$ cat config.mk
export PLATFORM = sky130hd
export DESIGN_NAME = temporizador_irrigacao_flat
export DESIGN_NICKNAME = d
export VERILOG_FILES = /design/src/rtl/temporizador_irrigacao_if.sv /design/src/rtl/temporizador_irrigacao.sv /design/src/flat_wrapper.sv
export SDC_FILE = /design/constraint.sdc
export NUM_CORES = 1
export LEC_CHECK = 0
export ABC_AREA = 1
export CAP_MARGIN = 20
export CORE_ASPECT_RATIO = 0.75
export CORE_UTILIZATION = 40
export DETAILED_ROUTE_END_ITERATION = 10
export SLEW_MARGIN = 15
export SYNTH_ARGS = -nofsm -noshare
export SYNTH_HDL_FRONTEND = slang
export SYNTH_SLANG_ARGS = --single-unit
$ cat constraint.sdc
create_clock -name clk -period 1.7 [get_ports clk]
set_input_delay 0.34 -clock clk [delete_from_list [all_inputs] [get_ports clk]]
set_output_delay 0.34 -clock clk [all_outputs]
set_load 0.1 [all_outputs]
$ cat src/rtl/temporizador_irrigacao_if.sv
// Control and display bundle of the irrigation timer.
// Handshake: level-sensitive controls. The master holds start/pause/abort and
// the duration digits stable around each rising clk edge; the slave samples
// them on that edge and returns registered status on the same edge.
// There is no ready signal: the slave accepts control on every edge.
interface temporizador_irrigacao_if;
   logic       start;
   logic       pause;
   logic       abort;
   logic [3:0] dur_tens;
   logic [3:0] dur_units;
   logic [3:0] tens;
   logic [3:0] units;
   logic       valve;
   logic       busy;
   logic       done;
   logic [2:0] state;

   modport master (
      output start, pause, abort, dur_tens, dur_units,
      input  tens, units, valve, busy, done, state
   );

   modport slave (
      input  start, pause, abort, dur_tens, dur_units,
      output tens, units, valve, busy, done, state
   );
endinterface

$ cat src/rtl/temporizador_irrigacao.sv
// Two-digit BCD countdown that keeps the irrigation valve open for a set
// number of prescaled steps, with start/pause/abort control and a one-cycle
// done pulse for the zone sequencer.
module temporizador_irrigacao #(
   parameter int DIV   = 10,
   parameter int CNT_W = 24
) (
   input logic                     clk,
   input logic                     rst,
   temporizador_irrigacao_if.slave bus
);

   typedef enum logic [2:0] {
      IDLE  = 3'd0,
      RUN   = 3'd1,
      PAUSE = 3'd2,
      DONE  = 3'd3
   } state_t;

   localparam logic [CNT_W-1:0] LAST = CNT_W'(DIV - 1);

   state_t           st;
   logic [CNT_W-1:0] presc;
   logic [3:0]       tens_q;
   logic [3:0]       units_q;
   logic             valve_q;
   logic             busy_q;
   logic             done_q;

   logic             tick;
   logic             last_step;
   logic [3:0]       dec_tens;
   logic [3:0]       dec_units;

   // Digits above 9 on the duration inputs are treated as 9.
   function automatic logic [3:0] clamp9(input logic [3:0] d);
      return (d > 4'd9) ? 4'd9 : d;
   endfunction

   // One step down of the two-digit value, borrowing from tens when units is 0.
   // The value 01 is the last step; 00 never reaches the decrement, so tens
   // cannot underflow.
   always_comb begin
      tick      = (presc == LAST);
      last_step = (tens_q == 4'd0) && (units_q == 4'd1);
      dec_tens  = tens_q;
      dec_units = units_q - 4'd1;
      if (units_q == 4'd0) begin
         dec_tens  = tens_q - 4'd1;
         dec_units = 4'd9;
      end
   end

   // Control FSM; valve/busy/done are registered from the next state.
   always_ff @(posedge clk or negedge rst) begin
      if (!rst) begin
         st      <= IDLE;
         presc   <= '0;
         tens_q  <= 4'd0;
         units_q <= 4'd0;
         valve_q <= 1'b0;
         busy_q  <= 1'b0;
         done_q  <= 1'b0;
      end else begin
         done_q <= 1'b0;
         if (bus.abort) begin
            st      <= IDLE;
            presc   <= '0;
            tens_q  <= 4'd0;
            units_q <= 4'd0;
            valve_q <= 1'b0;
            busy_q  <= 1'b0;
         end else begin
            case (st)
               IDLE: begin
                  if (bus.start) begin
                     tens_q  <= clamp9(bus.dur_tens);
                     units_q <= clamp9(bus.dur_units);
                     presc   <= '0;
                     if (bus.dur_tens == 4'd0 && bus.dur_units == 4'd0) begin
                        st      <= DONE;
                        done_q  <= 1'b1;
                        valve_q <= 1'b0;
                        busy_q  <= 1'b0;
                     end else begin
                        st      <= RUN;
                        valve_q <= 1'b1;
                        busy_q  <= 1'b1;
                     end
                  end
               end
               // Releasing pause counts as a run cycle, so pausing never
               // changes the number of valve-high cycles.
               RUN, PAUSE: begin
                  if (bus.pause) begin
                     st      <= PAUSE;
                     valve_q <= 1'b0;
                     busy_q  <= 1'b1;
                  end else if (tick) begin
                     presc   <= '0;
                     tens_q  <= dec_tens;
                     units_q <= dec_units;
                     if (last_step) begin
                        st      <= DONE;
                        done_q  <= 1'b1;
                        valve_q <= 1'b0;
                        busy_q  <= 1'b0;
                     end else begin
                        st      <= RUN;
                        valve_q <= 1'b1;
                        busy_q  <= 1'b1;
                     end
                  end else begin
                     presc   <= presc + 1'b1;
                     st      <= RUN;
                     valve_q <= 1'b1;
                     busy_q  <= 1'b1;
                  end
               end
               DONE: begin
                  st      <= IDLE;
                  valve_q <= 1'b0;
                  busy_q  <= 1'b0;
               end
               default: begin
                  st      <= IDLE;
                  presc   <= '0;
                  tens_q  <= 4'd0;
                  units_q <= 4'd0;
                  valve_q <= 1'b0;
                  busy_q  <= 1'b0;
               end
            endcase
         end
      end
   end

   assign bus.tens  = tens_q;
   assign bus.units = units_q;
   assign bus.valve = valve_q;
   assign bus.busy  = busy_q;
   assign bus.done  = done_q;
   assign bus.state = st;

endmodule

$ cat src/flat_wrapper.sv
// flat-port wrapper written by rule: the top's interface ports become plain ports
module temporizador_irrigacao_flat 
#(
   parameter int DIV   = 10,
   parameter int CNT_W = 24
)
  (clk, rst, bus_start, bus_pause, bus_abort, bus_dur_tens, bus_dur_units, bus_tens, bus_units, bus_valve, bus_busy, bus_done, bus_state);
  temporizador_irrigacao_if bus_i ();
  input logic clk;
  input logic rst;
  input wire logic [$bits(bus_i.start)-1:0] bus_start;
  input wire logic [$bits(bus_i.pause)-1:0] bus_pause;
  input wire logic [$bits(bus_i.abort)-1:0] bus_abort;
  input wire logic [$bits(bus_i.dur_tens)-1:0] bus_dur_tens;
  input wire logic [$bits(bus_i.dur_units)-1:0] bus_dur_units;
  output wire logic [$bits(bus_i.tens)-1:0] bus_tens;
  output wire logic [$bits(bus_i.units)-1:0] bus_units;
  output wire logic [$bits(bus_i.valve)-1:0] bus_valve;
  output wire logic [$bits(bus_i.busy)-1:0] bus_busy;
  output wire logic [$bits(bus_i.done)-1:0] bus_done;
  output wire logic [$bits(bus_i.state)-1:0] bus_state;
  assign bus_i.start = bus_start;
  assign bus_i.pause = bus_pause;
  assign bus_i.abort = bus_abort;
  assign bus_i.dur_tens = bus_dur_tens;
  assign bus_i.dur_units = bus_dur_units;
  assign bus_tens = bus_i.tens;
  assign bus_units = bus_i.units;
  assign bus_valve = bus_i.valve;
  assign bus_busy = bus_i.busy;
  assign bus_done = bus_i.done;
  assign bus_state = bus_i.state;
  temporizador_irrigacao #(.DIV(DIV), .CNT_W(CNT_W)) u_core (.clk(clk), .rst(rst), .bus(bus_i));
endmodule
==> run_results.csv <==
group,metric,value,unit
status,status,"finished, violations left",
status,violations,"negative hold slack, negative setup slack",
final_layout,mostFrequentLayoutCells,"80 x nand2_1, 48 x inv_1, 36 x nor2_1",
place,placement.cell_area,3300,um2
clocking,cts-root-to-sink-buffers,2,
die,fp.dieArea,6710,um2
global_route,antenna_found_initial,0,
sta,period_share,101,%
routing,vias,2340,
die,core,5980,um2
synthesis,syn_nets,366,
power,total_power,4580,uW
sta,hold_ws,-0.00108,ns
sta,hold_violations,3,
clocking,cts.sinks,37,
final_layout,syn_to_layout_area_delta,37.7,%
final_layout,final-seq-area,937,um2
routing,via_per_inst,4.80,
synthesis,syn_inst,347,
final_layout,layout.cells.most_common,"nand2_1",
clocking,path_clk_slew,0.08,ns
synthesis,ys_seq_area_share,36.3,%
global_route,grt_first_pass_wirelength,10.5,mm
die,initial_core_util,42.7,%
critical_path,data_required_time_at_the_worst_endpoint,1.88,ns
routing,number_of_optimization_iterations_in_the_first_detailed_route_pass,4,
global_route,first_global_vias,2224,
synthesis,yosys_warnings,0,
routing,drt-wirelength-per-cell,12.9,um
critical_path,worstPathMaxFanout,5,
routing,detail_route.drc_violations,0,
die,die_h,71.2,um
synthesis,synthesis.area_per_instance,7.36,um2
clocking,ctsHtreeMaxLevel,2,
routing,total_routed_length,6.30,mm
place,detailed_place_hpwl,4.83,mm
clocking,clkLatencyLatePin,0.29,ns
critical_path,crit_path_start_kind,"flop",
clocking,numCtsBuffers,5,
run,count_of_max_cap_constraint_violations,0,
final_layout,multi_input_comb_area,1500,um2
critical_path,setup.worst_path.class,"flop to flop",
routing,route.antenna.remaining_nets,0,
sta,fmax,0.582,GHz
final_layout,final.fill_count,535,
sta,setup_violations_final,1,
power,power_leakage,0.00168,uW
routing,first_iteration_detailed_routing_drc_count,106,
die,top_level_pins,27,
place,port_buffers,25,
sta,final_critical_path_setup_slack,-0.0172,ns
final_layout,final_nets,428,
synthesis,synthDistinctLibCells,36,
global_route,pin_count_of_the_biggest_net_entering_global_routing,38,
synthesis,yosys_register_bits,37,
global_route,grt_overflow_total,0,
power,power_density,1300,nW/um2
critical_path,cp-end-kind,"flop",
power,power.ir.vdd_worst,1.24,mV
critical_path,timing.critical_path.arrival,1.90,ns
final_layout,share_of_final_layout_standard_cells_stronger_than_drive_strength_1,30.2,%
sta,worst_clock_skew,0.00775,ns
sta,report.final.slew_viol_count,0,
sta,rsz0062_at_grt,"true",
place,finalWeightedCongestion,0.835,
final_layout,antenna_cells,0,
clocking,cts.hold.buffers_added,0,
global_route,globalRouteTotalUtil,20.5,%
sta,period_minus_slack,1.72,ns
die,rows,24,
place,dp_worst_setup_slack,-0.168,ns
final_layout,finalCoreUtilization,58.8,%
final_layout,post-route-cell-area,3520,um2
clocking,root_buffer,"clkbuf_8",
synthesis,post_synthesis_instance_area,2550,um2
clocking,cts_tree,"yes",
die,die_width,94.2,um
worst_hold_path,worstHoldPathType,"primary input to asynchronous set/reset pin",
-- synth_stat cells --
| cell | count | area, um2 |
|---|---|---|
| nand2_1 | 85 | 319 |
| inv_1 | 52 | 195 |
| nor2_1 | 41 | 154 |
| dfrtp_1 | 37 | 926 |
| nand3_1 | 24 | 120 |
| o21ai_0 | 17 | 85.1 |
| a21oi_1 | 12 | 60.1 |
| nor2_2 | 7 | 43.8 |
| ha_1 | 6 | 75.1 |
| nand4_1 | 6 | 37.5 |
| nor3_1 | 5 | 25.0 |
| o21ai_2 | 5 | 43.8 |
| nand2_4 | 4 | 45.0 |
| nand3_2 | 4 | 40.0 |
| nor2_4 | 4 | 45.0 |
| o21ai_1 | 4 | 20.0 |
| buf_6 | 3 | 33.8 |
| inv_2 | 3 | 11.3 |
| nand2_2 | 3 | 18.8 |
| xnor2_1 | 3 | 26.3 |
| xor2_1 | 3 | 26.3 |
| nor2_8 | 2 | 40.0 |
| nor3_2 | 2 | 20.0 |
| nor3b_2 | 2 | 25.0 |
| o31ai_1 | 2 | 15.0 |
| a32o_1 | 1 | 10.0 |
| and3_1 | 1 | 6.26 |
| buf_4 | 1 | 7.51 |
| clkbuf_1 | 1 | 3.75 |
| clkinv_2 | 1 | 5.00 |
| conb_1 | 1 | 3.75 |
| inv_6 | 1 | 8.76 |
| nand2_8 | 1 | 20.0 |
| nand3_4 | 1 | 17.5 |
| nand4_2 | 1 | 12.5 |
| nor4_1 | 1 | 6.26 |
-- critical path: stages (launching register included) --
cell	delay, ns
dfrtp_4	0.51
ha_1	0.24
inv_1	0.11
nand3_4	0.11
nand2_8	0.13
nand2_8	0.07
nor2_4	0.17
nand2_2	0.09
o21ai_2	0.14
a21oi_2	0.04
-- metrics by stage --
step	cells	setup TNS [ns]
floorplan	347	-4.10
finish	488	-0.0172
CTS	485	-0.00348
global placement	477	-1.78
detailed placement	477	-2.43
global route	488	-0.721
-- worst paths after layout --
| path | cells past startpoint | end | slack [ns] | startpoint |
|---|---|---|---|---|
| setup / recovery | 9 | u_core.presc[16] | -0.02 | u_core.bus.state[0] |
| hold / removal | 2 | u_core.presc[21] | -0.001 | rst |
| setup reg to reg | 9 | u_core.presc[16] | -0.02 | u_core.bus.state[0] |
| hold reg to reg | 2 | u_core.presc[17] | 0.55 | u_core.presc[17] |
| max in group asynchronous | 2 | u_core.bus.state[1] | 1.48 | rst |
| min in group clk | 2 | u_core.presc[17] | 0.55 | u_core.presc[17] |
-- layer usage --
| layer | up-vias | routed length [um] | track usage (%) |
|---|---|---|---|
| met3 | 7 | 336 | 3.98 |
| met5 | - | 0 | 0 |
| met1 | 1069 | 3480 | 33.2 |
| li1 | 1224 | - | - |
| met4 | 0 | 69 | 4.10 |
| met2 | 40 | 2420 | 27.6 |
-- cells by family after synthesis --
family	Yosys count	share of synthesized area [%]
other	1	0.147
AOI/OAI and AO/OA	41	9.17
adders and majority gates	6	2.94
DFF	37	36.3
xor gates and xnor gates	6	2.06
buffers and inverters	62	10.4
and+or+nand+nor	194	39.0
-- where the power goes --
part / internal [uW] / total [uW] / switching [uW]
clock: 291 / 621 / 331
combinational: 1040 / 2780 / 1740
sequential: 1010 / 1170 / 162
-- area by class of cell --
type / instances / area share (%)
inverters: 57 / 6.58
flip-flops and latches: 37 / 26.7
well taps: 78 / 2.78
clock buffers: 7 / 2.17
clock inverters: 1 / 0.214
multi-input cells: 249 / 42.7
repair buffers: 59 / 18.9
-- state kept, by name (all words and copies together), names as in the netlist --
signal	cells
u_core.bus.units	4
u_core.bus.busy	1
u_core.presc	24
u_core.bus.valve	1
u_core.bus.tens	4
u_core.bus.state	2
u_core.bus.done	1
-- timing repair --
item	in CTS	in global routing
pin swaps	2	11
gates cloned	0	1
setup endpoints to repair	6	30
setup buffers	0	2
resized for setup	1	26
No activity file was read; power rests on OpenSTA's default activity.
